### config.mk
export PLATFORM = sky130hd
export DESIGN_NAME = train_sensor_emulator
export DESIGN_NICKNAME = d
export VERILOG_FILES = /design/src/rtl/train_sensor_emulator.sv
export SDC_FILE = /design/constraint.sdc
export NUM_CORES = 1
export LEC_CHECK = 0
export CAP_MARGIN = 30
export CORE_MARGIN = 8
export CORE_UTILIZATION = 35
export CTS_CLUSTER_DIAMETER = 80
export DETAILED_ROUTE_END_ITERATION = 8
export PLACE_DENSITY = 0.56
export SETUP_SLACK_MARGIN = 0.4
export SLEW_MARGIN = 20
export SYNTH_ARGS = -nofsm -noshare
export SYNTH_HDL_FRONTEND = slang
export SYNTH_SLANG_ARGS = --single-unit
### constraint.sdc
create_clock -name clk -period 5.7 [get_ports clk]
set_input_delay 1.14 -clock clk [delete_from_list [all_inputs] [get_ports clk]]
set_output_delay 1.14 -clock clk [all_outputs]
set_load 0.1 [all_outputs]
### src/rtl/train_sensor_emulator.sv
// Emulated train crossing S1..S6: one PULSE_LEN-cycle pulse per sensor with seg_ticks idle cycles between pulses.
// First pulse is visible the cycle after start is accepted; pause stalls only travel, never a pulse, and every output is a flop.
module train_sensor_emulator #(
    parameter int PULSE_LEN = 4,
    parameter int CNT_W     = 16
) (
    input  logic             clk,
    input  logic             rst,
    input  logic             start,
    input  logic             dir,
    input  logic [CNT_W-1:0] seg_ticks,
    input  logic             pause,
    output logic             S1,
    output logic             S2,
    output logic             S3,
    output logic             S4,
    output logic             S5,
    output logic             S6,
    output logic             busy,
    output logic             done,
    output logic [2:0]       pos
);

    typedef enum logic [1:0] {IDLE, PULSE, TRAVEL, DONE} state_t;

    // One counter serves both pulse length and travel time, so it must hold either.
    localparam int             CW         = (CNT_W > 8) ? CNT_W : 8;
    localparam logic [CW-1:0]  PULSE_LAST = CW'(PULSE_LEN - 1);

    state_t           state_q, state_d;
    logic [2:0]       k_q, k_d;
    logic             dir_q, dir_d;
    logic [CNT_W-1:0] seg_q, seg_d;
    logic [CW-1:0]    cnt_q, cnt_d;
    logic [5:0]       sens_q, sens_d;
    logic             busy_q, busy_d;
    logic             done_q, done_d;
    logic [2:0]       pos_q, pos_d;
    logic [2:0]       num_d;

    always_comb begin
        state_d = state_q;
        k_d     = k_q;
        dir_d   = dir_q;
        seg_d   = seg_q;
        cnt_d   = cnt_q;

        case (state_q)
            IDLE: begin
                if (start) begin
                    dir_d   = dir;
                    seg_d   = (seg_ticks == '0) ? CNT_W'(1) : seg_ticks;
                    k_d     = 3'd0;
                    cnt_d   = PULSE_LAST;
                    state_d = PULSE;
                end
            end
            PULSE: begin
                if (cnt_q == '0) begin
                    if (k_q == 3'd5) begin
                        state_d = DONE;
                    end else begin
                        state_d = TRAVEL;
                        cnt_d   = CW'(seg_q) - CW'(1);
                    end
                end else begin
                    cnt_d = cnt_q - CW'(1);
                end
            end
            TRAVEL: begin
                if (!pause) begin
                    if (cnt_q == '0) begin
                        state_d = PULSE;
                        k_d     = k_q + 3'd1;
                        cnt_d   = PULSE_LAST;
                    end else begin
                        cnt_d = cnt_q - CW'(1);
                    end
                end
            end
            DONE: begin
                state_d = IDLE;
            end
            default: begin
                state_d = IDLE;
            end
        endcase

        // Outputs are derived from the next state so they register alongside it.
        num_d  = dir_d ? (3'd5 - k_d) : k_d;
        sens_d = (state_d == PULSE) ? (6'b000001 << num_d) : 6'b000000;
        busy_d = (state_d != IDLE);
        done_d = (state_d == DONE);
        pos_d  = (state_d == IDLE) ? 3'd7 : num_d;
    end

    always_ff @(posedge clk) begin
        if (rst) begin
            state_q <= IDLE;
            k_q     <= 3'd0;
            dir_q   <= 1'b0;
            seg_q   <= '0;
            cnt_q   <= '0;
            sens_q  <= 6'b000000;
            busy_q  <= 1'b0;
            done_q  <= 1'b0;
            pos_q   <= 3'd7;
        end else begin
            state_q <= state_d;
            k_q     <= k_d;
            dir_q   <= dir_d;
            seg_q   <= seg_d;
            cnt_q   <= cnt_d;
            sens_q  <= sens_d;
            busy_q  <= busy_d;
            done_q  <= done_d;
            pos_q   <= pos_d;
        end
    end

    assign S1   = sens_q[0];
    assign S2   = sens_q[1];
    assign S3   = sens_q[2];
    assign S4   = sens_q[3];
    assign S5   = sens_q[4];
    assign S6   = sens_q[5];
    assign busy = busy_q;
    assign done = done_q;
    assign pos  = pos_q;

endmodule

# == Yosys cells after proc, flatten, opt, wreduce, memory -nomap -nowiden ==
# Index checks and enable logic that the tools add are counted.
# word_totals
ff_bits,49
latchBits,0
ramBits,0
mem_bits_ro,0
inputBits,21
out_inout_bits,11
word_cells,54
memories,0
# op_classes
n_addsub,4
n_mul,0
div_mod_pow,0
order_cmp,0
n_eq_ne,9
n_shift,1
n_mux,20
n_bitwise,1
n_reduce_logical,10
# ops
cell,count
2-to-1 mux 16 bit,6
one-hot mux 16 bit (3 select lines),1
zero test 16 bit,2
"subtractor 16 x 1 -> 16 bit, second input constant",2
2-to-1 mux 3 bit,4
2-to-1 mux 2 bit,4
one-hot mux 2 bit (4 select lines),1
"== test 2 bit, second input constant",3
one-hot mux 3 bit (2 select lines),1
"<< shifter 1 x 3 -> 6 bit, first input constant",1
"== test 2 x 1 -> 1 bit, second input constant",2
zero test 2 bit,2
"inequality test 2 bit, second input constant",2
AND reduction 4 bit,1
OR reduction 2 bit,2
"adder 3 x 1 -> 3 bit, second input constant",1
"== test 3 bit, second input constant",1
2-to-1 mux 1 bit,3
"inequality test 3 bit, second input constant",1
nonzero test 3 bit,1
"subtractor 3 bit, first input constant",1
AND reduction 2 bit,1
nonzero test 2 bit,1
NOT 1 bit,1

# == Logic depth before layout (Yosys ltp) ==
# Gate-level depths: netlist (run 1).
# logic_depth
word_depth,7
depth_mapped,10
mapped_depth_nobuf,9

# == Worst setup path before layout (run 1) ==
# Ideal clock, no wire load.
# synth_timing
path_kind,input -> register
startpoint,input port pause
endpoint,register sens_q[3]
setup_ps,65
arrival_time_ps,2624
required_time_ps,5635
slack_ps,3011
path_stages,6
path_buffers,0
path_cell_list,nor4b_1 -> nand4_1 -> mux2_2 -> o211ai_2 -> or4b_1 -> nor2_1
# synth_between
elab_chain_cells,5
word_cells_on_any_way,10
cone_classes,add/sub: 1; eq/ne: 1; shift: 1; mux: 5; bitwise: 1; reduce/logical: 1
# synth_lines
item,line_no,rtl
"start, declared",12,"input logic pause,"
2-to-1 mux 3 bit / 2-to-1 mux 2 bit (equally long branches),71,if (!pause) begin
one-hot mux 3 bit (2 select lines) / one-hot mux 2 bit (4 select lines) (equally long branches),48,case (state_q)
subtractor 3 bit / == test 2 x 1 -> 1 bit (equally long branches),"90, 91",
2-to-1 mux 3 bit / NOT 1 bit (equally long branches),--,
<< shifter 1 x 3 -> 6 bit / OR reduction 2 bit (equally long branches),--,
"end signal, assigned",114,sens_q <= sens_d;
"end, declared",35,"logic [5:0] sens_q, sens_d;"
# Several ways; a longest one is shown, not always the timed one.
# A chain may end at the register's enable or synchronous reset.

# == Worst setup path after layout (run 1) ==
# layout_timing
startpoint,register cnt_q[0]
endpoint,register pos_q[1] (netlist: pos[1])
# layout_between
elab_chain_cells,6
word_cells_on_any_way,12
cone_classes,add/sub: 1; mux: 8; reduce/logical: 3
# layout_lines
item,line_no,rtl
"start, declared",34,"logic [CW-1:0] cnt_q, cnt_d;"
"start signal, assigned",113,cnt_q <= cnt_d;
zero test 16 bit (*),"59, 72",
2-to-1 mux 3 bit / 2-to-1 mux 2 bit (equally long branches),72,if (cnt_q == '0) begin
2-to-1 mux 3 bit / 2-to-1 mux 2 bit (equally long branches),71,
one-hot mux 3 bit (2 select lines) / one-hot mux 2 bit (4 select lines) (equally long branches),48,
subtractor 3 bit / zero test 2 bit (equally long branches),"90, 94",
2-to-1 mux 3 bit / OR reduction 2 bit (equally long branches),--,
"end signal, assigned",117,pos_q <= pos_d;
"end, declared",38,"logic [2:0] pos_q, pos_d;"
# Every way passes the cells marked *; elsewhere a longest branch is shown, timed or not.

==> out/summary.json, run 1 <==
{
  "die": {
    "initial_core_utilization": 0.359,
    "die-height_um": 105,
    "design.core.area_um2": 7690,
    "die_w_um": 105,
    "floorplan.rows": 32,
    "die-area_um2": 11000,
    "top_level_ports": 32
  },
  "synth": {
    "synth_edf_count": 0,
    "yosysSeqAreaShare": 0.355,
    "yosysWarnings": 0,
    "syn_avg_cell_area_um2": 8.10,
    "synthDistinctLibCells": 57,
    "post_synth_main_area_contributors": "dfxtp_1 (36%), nand2_1 (7.2%), xnor2_1 (4.8%), a21oi_1 (4.0%), o21ai_0 (4.0%)",
    "yosys.area.top_type": "dfxtp_1",
    "post_synth_inst_count": 341,
    "async_set_reset_flop_share_out_of_synthesis": 0,
    "yosys_most_used_dff": "dfxtp_1",
    "synth_top_area_frac": 0.355,
    "synth.ff_latch_count": 49,
    "synth.cell_area_um2": 2760,
    "synthesis.nets": 370
  },
  "worst_setup_path": {
    "criticalPathCategory": "flip-flop to flip-flop",
    "critical-path-top-delay-family": "simple AND/OR/NAND/NOR gates",
    "worst-endpoint-required_ns": 5.90,
    "critPathMaxStageDelay_ns": 0.59,
    "worst-path-buf-inv": 1,
    "worst-r2r-setup-slack_ns": 2.58,
    "cpMaxStageDelayCell": "nand4_1",
    "critical_path_arrival_ns": 3.33,
    "crit_path_cell_trace": "inv_1, ha_1, or3b_2, nor2_1, nand4_1, o211a_1, o21ai_2, nand2_1",
    "timing.critical_path.fanout_max": 13,
    "worst_setup_path_start_kind": "flip-flop",
    "setup.worst_path.end_class": "flip-flop"
  },
  "layout": {
    "final_common_cell": "nand2_1",
    "finalInstanceArea_um2": 3240,
    "insertedDiodeCount": 0,
    "area_overhead_vs_synth_pct": 17.4,
    "finalNonFillerCells": 468,
    "mostFrequentLayoutCells": "nand2_1 (53), dfxtp_1 (49), clkdlybuf4s50_1 (31), nor2_1 (24)",
    "final_nets": 394,
    "post_route_cells_drive_above_1_share": 0.0656
  },
  "placed_design": {
    "place_inst": 459,
    "detailedPlacementHpwl_mm": 5.45,
    "dpl_cell_area_um2": 3130,
    "place.port_buffers": 31,
    "routabilityCongestion": 0.855,
    "pre_cts_ws_ns": 1.91
  },
  "timing": {
    "timing.final.setup_violations": 0,
    "transition_time_at_the_pin_with_the_least_slew_margin_ns": 0.980,
    "clock_skew_ns": 0.0106,
    "layout_min_cycle_time_ns": 3.12,
    "final.setup.worst_slack_ns": 2.58,
    "timing_max_transition_violations_final": 0,
    "max_clock_freq_ghz": 0.320,
    "finalCritPeriodShare": 0.548,
    "hold_violations": 0,
    "totalNegativeSetupSlack_ns": 0,
    "unrepaired_setup_endpoints_after_global_routing": "no",
    "max_slew_margin": 0.345
  },
  "clocking": {
    "cts_max_level": 2,
    "cts_max_path_buffers": 2,
    "cts_root_buffer": "clkbuf_8",
    "worstSkewPairLatency_ns": 0.31,
    "post_cts_repair_timing_setup_buffer_count": 0,
    "cts.sink_count": 49,
    "numCtsBuffers": 5,
    "postCtsHoldBufs": 0,
    "postCtsResizedCells": 0,
    "clk_pin_slew_worst_paths_ns": 0.10,
    "clock_tree_from_tritoncts": "yes"
  },
  "global_route": {
    "wire_length_of_the_first_global_routing_pass_mm": 12.2,
    "number_of_global_route_vias_before_repair": 2472,
    "grt_overflow_total": 0,
    "antenna_violations_before_repair": 0,
    "largest_net_degree_at_the_start_of_global_routing": 28,
    "grt_util_all_layers": 0.134
  },
  "detailed_routing": {
    "drtIter0Drc": 115,
    "via_count": 2504,
    "route.antenna.remaining_nets": 0,
    "finalWirelength_mm": 7.23,
    "drcViolationCount": 0,
    "drtPass1Iterations": 4,
    "post_drt_wl_per_cell_um": 15.5,
    "viasPerCell": 5.35
  },
  "pwr": {
    "overall_power_of_the_completed_layout_uw": 978,
    "power-per-cell-area_nw_per_um2": 302,
    "leakage_nw": 1.19,
    "vdd_drop_max_mv": 0.134
  },
  "hold_path": {
    "worstHoldPathType": "flip-flop to flip-flop"
  },
  "outcome": {
    "outcome": "complete, no violations"
  },
  "run": {
    "maxCapViolCount": 0
  }
}
stage by stage:
stage,utilization,hold WS [ns]
final,0.422,0.478
after global routing,0.422,0.518
after CTS,0.420,0.483
after detailed placement,0.408,0.467
after global placement,0.408,0.468
after floorplan,-,0.449
flip-flops by register name, indices dropped and copies added (netlist names):
signal,count
seg_q,16
done,1
busy,1
dir_q,1
pos,3
cnt_q,16
sens_q,6
state_q,2
k_q,3
report_power, final:
group          switching (mW)  internal, mW
sequential             0.0254         0.368
combinational           0.237         0.129
clock                   0.129        0.0897
total                   0.391         0.587
kinds of logic (layout without fill, tap and decap cells):
group,Yosys count,after routing,synth area share
buffers and inverters,25,50,0.0376
xor gates and xnor gates,22,22,0.0697
adders and majority gates,8,8,0.0362
DFF,49,49,0.355
AOI/OAI and AO/OA,77,77,0.183
and+or+nand+nor,155,155,0.299
muxes,5,5,0.0190
cells in the mapped netlist (2+ instances only):
cell / n
mux2_2: 2
o21ai_0: 22
inv_1: 9
ha_1: 8
nand2b_1: 2
and3_1: 3
buf_2: 2
xnor2_1: 15
nand4b_1: 2
a21oi_1: 22
nand2_1: 53
clkbuf_1: 11
and2_1: 3
mux2i_1: 3
or4_1: 6
nand4_1: 6
nor2b_1: 3
nor4_2: 3
or3_1: 4
nor3b_1: 2
xor2_1: 7
nand3_1: 5
nor3_1: 16
dfxtp_1: 49
a31oi_1: 4
nand3b_1: 3
a22o_1: 9
nor4_1: 11
nor4b_1: 3
o22ai_1: 3
nor2_1: 24
path summary, 6_finish.rpt:
path	from	endpoint	depth (start not counted)
setup reg to reg	cnt_q[0]	pos[1]	8
setup / recovery	cnt_q[0]	pos[1]	8
hold / removal	seg_q[4]	seg_q[4]	2
hold reg to reg	seg_q[4]	seg_q[4]	2
tightest hold or removal path: stages, from the launching register on:
cell and delay [ns]:
dfxtp_1 0.34, nand2_1 0.05, a21oi_1 0.05
final cells by class:
cell class                 count  area [µm²]
tap                          102         128
timing repair buffer          32         325
clock buffer                   5        68.8
inverter                      10        37.5
multi-input combinational    267        1680
sequential                    49         981
clock inverter                 3        26.3
fill                         803        4440
per-layer routing:
metal  vias up  part of all wire  track usage
met5         -                 0            0
met4         0             0.017       0.0459
met2        46              0.44        0.208
li1       1280                 -            -
met1      1169              0.51        0.182
met3         9             0.031       0.0227
No activity file was read; power rests on OpenSTA's default activity.
==> run 2, diff against run 1 <==
PLACE_DENSITY = 0.58   (was 0.56)
clock period = 2.8 ns   (was 5.7 ns; I/O delays follow)
==> run 2 against run 1 <==
  * Utilization increased by 4.7 points
  * Worst setup slack got worse by 2.1 ns
  * Register-to-register slack got worse by 2.1 ns
  * Non-clock buffer count increased by 31
  * Clock skew decreased by 0.00057 ns
  * Cell area increased by 11%
  * Largest power group is now combinational logic
  * Cell count increased by 6.6%
  * Critical endpoint is now sens_q[2]
  * Sequential cell count unchanged
  * First-iteration DRC count increased by 5.2%
  * Via count increased by 7.9%
==> out/summary.json, run 2 (synthesis results as in run 1) <==
{
  "placed_design": {
    "detailedPlacementHpwl": {"value": 5.66, "unit": "mm", "change": "+3.9%"},
    "place.port_buffers": {"value": 31, "change": "unchanged"},
    "routabilityCongestion": {"value": 0.847, "change": "-0.97%"},
    "place_inst": {"value": 480, "change": "+4.6%"},
    "dpl_cell_area": {"value": 3260, "unit": "µm²", "change": "+4.2%"}
  },
  "pwr": {
    "vdd_drop_max": {"value": 0.273, "unit": "mV", "change": "+100%"},
    "power-per-cell-area": {"value": 604, "unit": "nW/µm²", "change": "+100%"},
    "leakage": {"value": 1.37, "unit": "nW", "change": "+16%"},
    "overall_power_of_the_completed_layout": {"value": 2.18, "unit": "mW", "change": "+120%"}
  },
  "die": {
    "die-area": {"value": 11000, "unit": "µm²", "change": "unchanged"},
    "design.core.area": {"value": 7690, "unit": "µm²", "change": "unchanged"},
    "die_w": {"value": 105, "unit": "µm", "change": "unchanged"},
    "floorplan.rows": {"value": 32, "change": "unchanged"},
    "die-height": {"value": 105, "unit": "µm", "change": "unchanged"},
    "initial_core_utilization": {"value": 0.359, "change": "unchanged"},
    "top_level_ports": {"value": 32, "change": "unchanged"}
  },
  "clocking": {
    "postCtsHoldBufs": {"value": 0, "change": "unchanged"},
    "numCtsBuffers": {"value": 5, "change": "unchanged"},
    "clk_pin_slew_worst_paths": {"value": 0.11, "unit": "ns", "change": "about the same"},
    "cts_max_level": {"value": 2, "change": "unchanged"},
    "worstSkewPairLatency": {"value": 0.31, "unit": "ns", "change": "about the same"},
    "clock_tree_from_tritoncts": "yes",
    "cts.sink_count": {"value": 49, "change": "unchanged"},
    "cts_root_buffer": "clkbuf_8",
    "cts_max_path_buffers": {"value": 2, "change": "unchanged"}
  },
  "worst_setup_path": {
    "crit_path_cell_trace": "or4_4, nor4_4, buf_4, a22o_4, a311oi_2, or4b_4, nor2_1",
    "worst_setup_path_endpoint": "sens_q[2]",
    "critPathMaxStageDelay": {"value": 0.61, "unit": "ns", "change": "+0.02 ns"},
    "worst-endpoint-required": {"value": 3.06, "unit": "ns", "change": "-2.84 ns"},
    "cpMaxStageDelayCell": "or4_4",
    "criticalPathCategory": "flip-flop to flip-flop",
    "worst_setup_path_start_kind": "flip-flop",
    "cp.depth": {"value": 7, "change": "-1"},
    "critical_path_arrival": {"value": 2.62, "unit": "ns", "change": "-0.71 ns"},
    "critical-path-top-delay-family": "simple AND/OR/NAND/NOR gates",
    "critical_path.reg2reg.endpoint": "sens_q[2]",
    "worstReg2RegStart": "cnt_q[5]",
    "reg2reg_depth": {"value": 7, "change": "-1"},
    "setup.worst_path.end_class": "flip-flop",
    "startpoint": "cnt_q[5]",
    "worst-r2r-setup-slack": {"value": 0.44, "unit": "ns", "change": "-2.14 ns"},
    "timing.critical_path.fanout_max": {"value": 7, "change": "-6"},
    "worst-path-buf-inv": {"value": 1, "change": "unchanged"}
  },
  "timing": {
    "max_slew_margin": {"value": 0.654, "change": "+0.310"},
    "totalNegativeSetupSlack": {"value": 0, "unit": "ns", "change": "unchanged"},
    "timing_max_transition_violations_final": {"value": 0, "change": "unchanged"},
    "transition_time_at_the_pin_with_the_least_slew_margin": {"value": 0.514, "unit": "ns", "change": "-0.466 ns"},
    "hold_violations": {"value": 0, "change": "unchanged"},
    "unrepaired_setup_endpoints_after_global_routing": "no",
    "layout_min_cycle_time": {"value": 2.36, "unit": "ns", "change": "-0.759 ns"},
    "clock_skew": {"value": 0.0100, "unit": "ns", "change": "-0.000567 ns"},
    "max_clock_freq": {"value": 0.423, "unit": "GHz", "change": "+32%"},
    "timing.final.setup_violations": {"value": 0, "change": "unchanged"},
    "finalCritPeriodShare": {"value": 0.845, "change": "+0.296"}
  },
  "global_route": {
    "largest_net_degree_at_the_start_of_global_routing": {"value": 22, "change": "-21%"},
    "antenna_violations_before_repair": {"value": 0, "change": "unchanged"},
    "grt_util_all_layers": {"value": 0.133, "change": "-0.000581"},
    "grt_overflow_total": {"value": 0, "change": "unchanged"},
    "wire_length_of_the_first_global_routing_pass": {"value": 12.4, "unit": "mm", "change": "+1.6%"},
    "number_of_global_route_vias_before_repair": {"value": 2551, "change": "+3.2%"}
  },
  "detailed_routing": {
    "via_count": {"value": 2701, "change": "+7.9%"},
    "drtPass1Iterations": {"value": 4, "change": "unchanged"},
    "drcViolationCount": {"value": 0, "change": "unchanged"},
    "finalWirelength": {"value": 7.58, "unit": "mm", "change": "+4.8%"},
    "post_drt_wl_per_cell": {"value": 15.2, "unit": "µm", "change": "-1.7%"},
    "drtIter0Drc": {"value": 121, "change": "+5.2%"},
    "viasPerCell": {"value": 5.41, "change": "+1.2%"},
    "route.antenna.remaining_nets": {"value": 0, "change": "unchanged"}
  },
  "layout": {
    "finalInstanceArea": {"value": 3610, "unit": "µm²", "change": "+11%"},
    "mostFrequentLayoutCells": "nand2_1 (53), dfxtp_1 (44), buf_4 (43), nor2_1 (23)",
    "area_overhead_vs_synth_pct": 30.5,
    "insertedDiodeCount": {"value": 0, "change": "unchanged"},
    "finalNonFillerCells": {"value": 499, "change": "+6.6%"},
    "final_nets": {"value": 425, "change": "+7.9%"},
    "biggestRegsByFlops": "cnt_q: 16 flops, seg_q: 16 flops, sens_q: 6 flops",
    "final_common_cell": "nand2_1",
    "post_route_cells_drive_above_1_share": {"value": 0.234, "change": "+0.169"},
    "n_fill_cell": {"value": 784, "change": "-2.4%"}
  },
  "outcome": {
    "outcome": "complete, no violations"
  },
  "hold_path": {
    "worst_hold_stages": {"value": 2, "change": "unchanged"},
    "worstHoldPathType": "flip-flop to flip-flop"
  },
  "run": {
    "maxCapViolCount": {"value": 0, "change": "unchanged"}
  }
}
-- run 2: cell count changes in the layout (fill, tap and decap cells not counted), moves of 4 or more --
cell             before  now
dfxtp_1              49   44
buf_4                 0   43
clkdlybuf4s50_1      31   20
ha_1                  8    4
-- run 2: report_power, final --
part	switching, mW	internal, mW	total (mW)
clock	0.278	0.188	0.466
sequential	0.0510	0.751	0.802
combinational	0.532	0.379	0.911
-- run 2: worst min-delay path by stage --
| stage | from | end |
|---|---|---|
| after floorplan | seg_q[15] | seg_q[15] |
| after global placement | seg_q[15] | seg_q[15] |
| after detailed placement | seg_q[15] | seg_q[15] |
| after CTS | seg_q[15] | seg_q[15] |
| after global routing | seg_q[15] | seg_q[15] |
| final | seg_q[15] | seg_q[15] |
-- run 2: what timing repair did --
item                       in CTS  in global routing
setup buffers                   3                  8
gates resized for setup        20                 18
pin swaps                       3                  7
setup endpoints to repair      21                 22
-- run 2: worst min-delay path: stages, from the launching register on --
cell,delay [ns]
dfxtp_1,0.33
nand2_1,0.05
a21oi_1,0.05
-- run 2: layout make-up --
| type | instances | area [µm²] | area share |
|---|---|---|---|
| Clock buffer | 5 | 68.8 | 0.0191 |
| Multi-Input combinational cell | 267 | 1830 | 0.507 |
| Timing Repair Buffer | 63 | 523 | 0.145 |
| Tap cell | 102 | 128 | 0.0354 |
| Inverter | 10 | 37.5 | 0.0104 |
| Clock inverter | 3 | 28.8 | 0.00798 |
| Sequential cell | 49 | 992 | 0.275 |
-- run 2: metrics by stage --
stage               worst slack [ns]   util  hold WS, ns
CTS                            0.403  0.449        0.481
detailed placement            0.0850  0.425        0.467
global placement               0.118  0.425        0.463
floorplan                      0.504      -        0.449
finish                         0.435  0.469        0.476
global route                   0.389  0.469        0.503
-- run 2: per-layer routing --
metal  part of all wire  vias up  GRT usage
li1                   -     1345          -
met1               0.49     1273      0.185
met2               0.44       73      0.204
met3              0.051       10     0.0252
met4              0.020        0     0.0387
met5                  0        -          0
==> run 3, diff against run 2 <==
PLACE_DENSITY = 0.56   (was 0.58)
clock period = 2.5 ns   (was 2.8 ns; I/O delays follow)
==> run 3 against run 2 <==
  * Power increased by 20%
  * Count of clock-buffer cells in the layout did not move
  * Sequential cell count did not move
  * Critical path type unchanged
  * Highest routed layer unchanged
==> out/summary.json, run 3 (synthesis results as in run 1) <==
{
  "placed_design": {
    "place.port_buffers": {"value": 31, "change": "unchanged"},
    "dpl_cell_area": {"value": 3370, "unit": "µm²", "change": "+3.3%"},
    "place_inst": {"value": 486, "change": "+1.3%"},
    "routabilityCongestion": {"value": 0.831, "change": "-1.9%"},
    "detailedPlacementHpwl": {"value": 5.78, "unit": "mm", "change": "+2.1%"},
    "pre_cts_ws": {"value": -0.215, "unit": "ns", "change": "-0.300 ns"}
  },
  "die": {
    "initial_core_utilization": {"value": 0.359, "change": "unchanged"},
    "top_level_ports": {"value": 32, "change": "unchanged"},
    "die-height": {"value": 105, "unit": "µm", "change": "unchanged"},
    "design.core.area": {"value": 7690, "unit": "µm²", "change": "unchanged"},
    "die-area": {"value": 11000, "unit": "µm²", "change": "unchanged"},
    "floorplan.rows": {"value": 32, "change": "unchanged"},
    "die_w": {"value": 105, "unit": "µm", "change": "unchanged"}
  },
  "worst_setup_path": {
    "cp.depth": {"value": 9, "change": "+2"},
    "setup.worst_path.end_class": "flip-flop",
    "crit_path_cell_trace": "inv_2, ha_4, or4bb_4, nor4_4, buf_4, a31oi_4, or2_4, o21ai_1, a22o_1",
    "criticalPathCategory": "flip-flop to flip-flop",
    "worst-endpoint-required": {"value": 2.76, "unit": "ns", "change": "-0.30 ns"},
    "timing.critical_path.fanout_max": {"value": 6, "change": "-1"},
    "cpMaxStageDelayCell": "or4bb_4",
    "worst_setup_path_start_kind": "flip-flop",
    "worst-path-buf-inv": {"value": 2, "change": "+1"},
    "critical-path-top-delay-family": "simple AND/OR/NAND/NOR gates",
    "critical_path_arrival": {"value": 2.61, "unit": "ns", "change": "about the same"},
    "critPathMaxStageDelay": {"value": 0.53, "unit": "ns", "change": "-0.08 ns"},
    "reg2reg_depth": {"value": 9, "change": "+2"}
  },
  "timing": {
    "unrepaired_setup_endpoints_after_global_routing": "yes",
    "finalCritPeriodShare": {"value": 0.940, "change": "+0.0956"},
    "max_clock_freq": {"value": 0.425, "unit": "GHz", "change": "+0.61%"},
    "timing_max_transition_violations_final": {"value": 0, "change": "unchanged"},
    "layout_min_cycle_time": {"value": 2.35, "unit": "ns", "change": "-0.0144 ns"},
    "final.setup.worst_slack": {"value": 0.150, "unit": "ns", "change": "-0.286 ns"},
    "max_slew_margin": {"value": 0.654, "change": "-0.000714"},
    "clock_skew": {"value": 0.0113, "unit": "ns", "change": "+0.00129 ns"},
    "transition_time_at_the_pin_with_the_least_slew_margin": {"value": 0.509, "unit": "ns", "change": "-0.00427 ns"},
    "timing.final.setup_violations": {"value": 0, "change": "unchanged"},
    "hold_violations": {"value": 0, "change": "unchanged"}
  },
  "detailed_routing": {
    "post_drt_wl_per_cell": {"value": 16.0, "unit": "µm", "change": "+5.4%"},
    "via_count": {"value": 2760, "change": "+2.2%"},
    "route.antenna.remaining_nets": {"value": 0, "change": "unchanged"},
    "drcViolationCount": {"value": 0, "change": "unchanged"},
    "drtIter0Drc": {"value": 185, "change": "+53%"},
    "finalWirelength": {"value": 8.20, "unit": "mm", "change": "+8.2%"},
    "viasPerCell": {"value": 5.39, "change": "-0.41%"},
    "drtPass1Iterations": {"value": 4, "change": "unchanged"}
  },
  "clocking": {
    "clk_pin_slew_worst_paths": {"value": 0.10, "unit": "ns", "change": "about the same"},
    "clock_tree_from_tritoncts": "yes",
    "cts_max_level": {"value": 2, "change": "unchanged"},
    "cts_max_path_buffers": {"value": 2, "change": "unchanged"},
    "worstSkewPairLatency": {"value": 0.31, "unit": "ns", "change": "about the same"},
    "cts.sink_count": {"value": 49, "change": "unchanged"},
    "cts_root_buffer": "clkbuf_8",
    "numCtsBuffers": {"value": 5, "change": "unchanged"}
  },
  "layout": {
    "insertedDiodeCount": {"value": 0, "change": "unchanged"},
    "post_route_cells_drive_above_1_share": {"value": 0.307, "change": "+0.0731"},
    "area_overhead_vs_synth_pct": 39.7,
    "multi_input_area": {"value": 1940, "unit": "µm²", "change": "+6.4%"},
    "finalNonFillerCells": {"value": 512, "change": "+2.6%"},
    "n_fill_cell": {"value": 760, "change": "-3.1%"},
    "layout.area.seq": {"value": 995, "unit": "µm²", "change": "+0.25%"},
    "finalInstanceArea": {"value": 3860, "unit": "µm²", "change": "+7.0%"},
    "final_nets": {"value": 438, "change": "+3.1%"},
    "mostFrequentLayoutCells": "nand2_1 (51), buf_4 (48), dfxtp_1 (42), a21oi_1 (22), nor2_1 (22)",
    "biggestRegsByFlops": "cnt_q: 16 flops, seg_q: 16 flops, sens_q: 6 flops",
    "final_common_cell": "nand2_1"
  },
  "pwr": {
    "vdd_drop_max": {"value": 0.295, "unit": "mV", "change": "+8.1%"},
    "leakage": {"value": 1.48, "unit": "nW", "change": "+7.9%"},
    "power-per-cell-area": {"value": 677, "unit": "nW/µm²", "change": "+12%"}
  },
  "outcome": {
    "outcome": "complete, no violations"
  },
  "global_route": {
    "wire_length_of_the_first_global_routing_pass": {"value": 13.5, "unit": "mm", "change": "+8.8%"},
    "grt_overflow_total": {"value": 0, "change": "unchanged"},
    "number_of_global_route_vias_before_repair": {"value": 2712, "change": "+6.3%"},
    "largest_net_degree_at_the_start_of_global_routing": {"value": 22, "change": "unchanged"},
    "grt_util_all_layers": {"value": 0.147, "change": "+0.0134"},
    "antenna_violations_before_repair": {"value": 0, "change": "unchanged"}
  },
  "run": {
    "maxCapViolCount": {"value": 0, "change": "unchanged"}
  },
  "hold_path": {
    "worstHoldPathType": "flip-flop to flip-flop",
    "worst_hold_stages": {"value": 2, "change": "unchanged"}
  }
}
-- run 3: changes by cell type in the layout (fill, tap and decap cells not counted), sizes merged --
cell / delta
buf: +12
and3: +1
bufinv: +1
clkinv: -1
-- run 3: cell type report --
| class | count | share of cell area |
|---|---|---|
| well taps | 102 | 0.0331 |
| repair buffers | 75 | 0.166 |
| inverters | 10 | 0.00972 |
| flip-flops and latches | 49 | 0.258 |
| clock inverters | 3 | 0.0123 |
| clock buffers | 5 | 0.0178 |
| multi-input cells | 268 | 0.504 |
-- run 3: routing by layer --
layer / vias to the layer above / share of wire / global-route usage
met5: - / 0 / 0
met4: 0 / 0.011 / 0.0479
met3: 8 / 0.065 / 0.0387
met2: 75 / 0.46 / 0.228
met1: 1296 / 0.46 / 0.193
li1: 1381 / - / -
-- run 3: metrics by stage --
step	utilization	hold WS, ns	TNS [ns]	power [mW]
final	0.502	0.479	0	2.61
after global routing	0.502	0.516	0	2.76
after CTS	0.485	0.482	0	2.57
after detailed placement	0.438	0.467	-1.08	1.85
after global placement	0.438	0.462	-1.07	1.85
after floorplan	-	0.449	0	1.56
-- run 3: power by group --
part	leakage (nW)	switching, mW	internal (mW)	total (mW)
registers	0.404	0.0538	0.840	0.894
logic	1.02	0.648	0.466	1.11
clock network	0.0591	0.298	0.306	0.604
total	1.48	0.999	1.61	2.61
-- run 3: final timing paths --
path / to / slack, ns / from
max: cnt_q[5] / 0.15 / state_q[1]
max reg2reg: cnt_q[5] / 0.15 / state_q[1]
min reg2reg: seg_q[4] / 0.48 / seg_q[4]
min: seg_q[4] / 0.48 / seg_q[4]
-- run 3: what timing repair did --
action | in CTS | in global routing
cloned | 2 | 0
setup endpoints to repair | 28 | 29
resized for setup | 41 | 28
setup buffers | 12 | 4
pin swaps | 22 | 17
hold buffers | 0 | 0
-- run 3: worst reg2reg max path: stages (launching register included) --
cell and delay [ns]:
dfxtp_2 0.34, inv_2 0.07, ha_4 0.13, or4bb_4 0.53, nor4_4 0.33, buf_4 0.18, a31oi_4 0.15, or2_4 0.35
o21ai_1 0.09, a22o_1 0.13
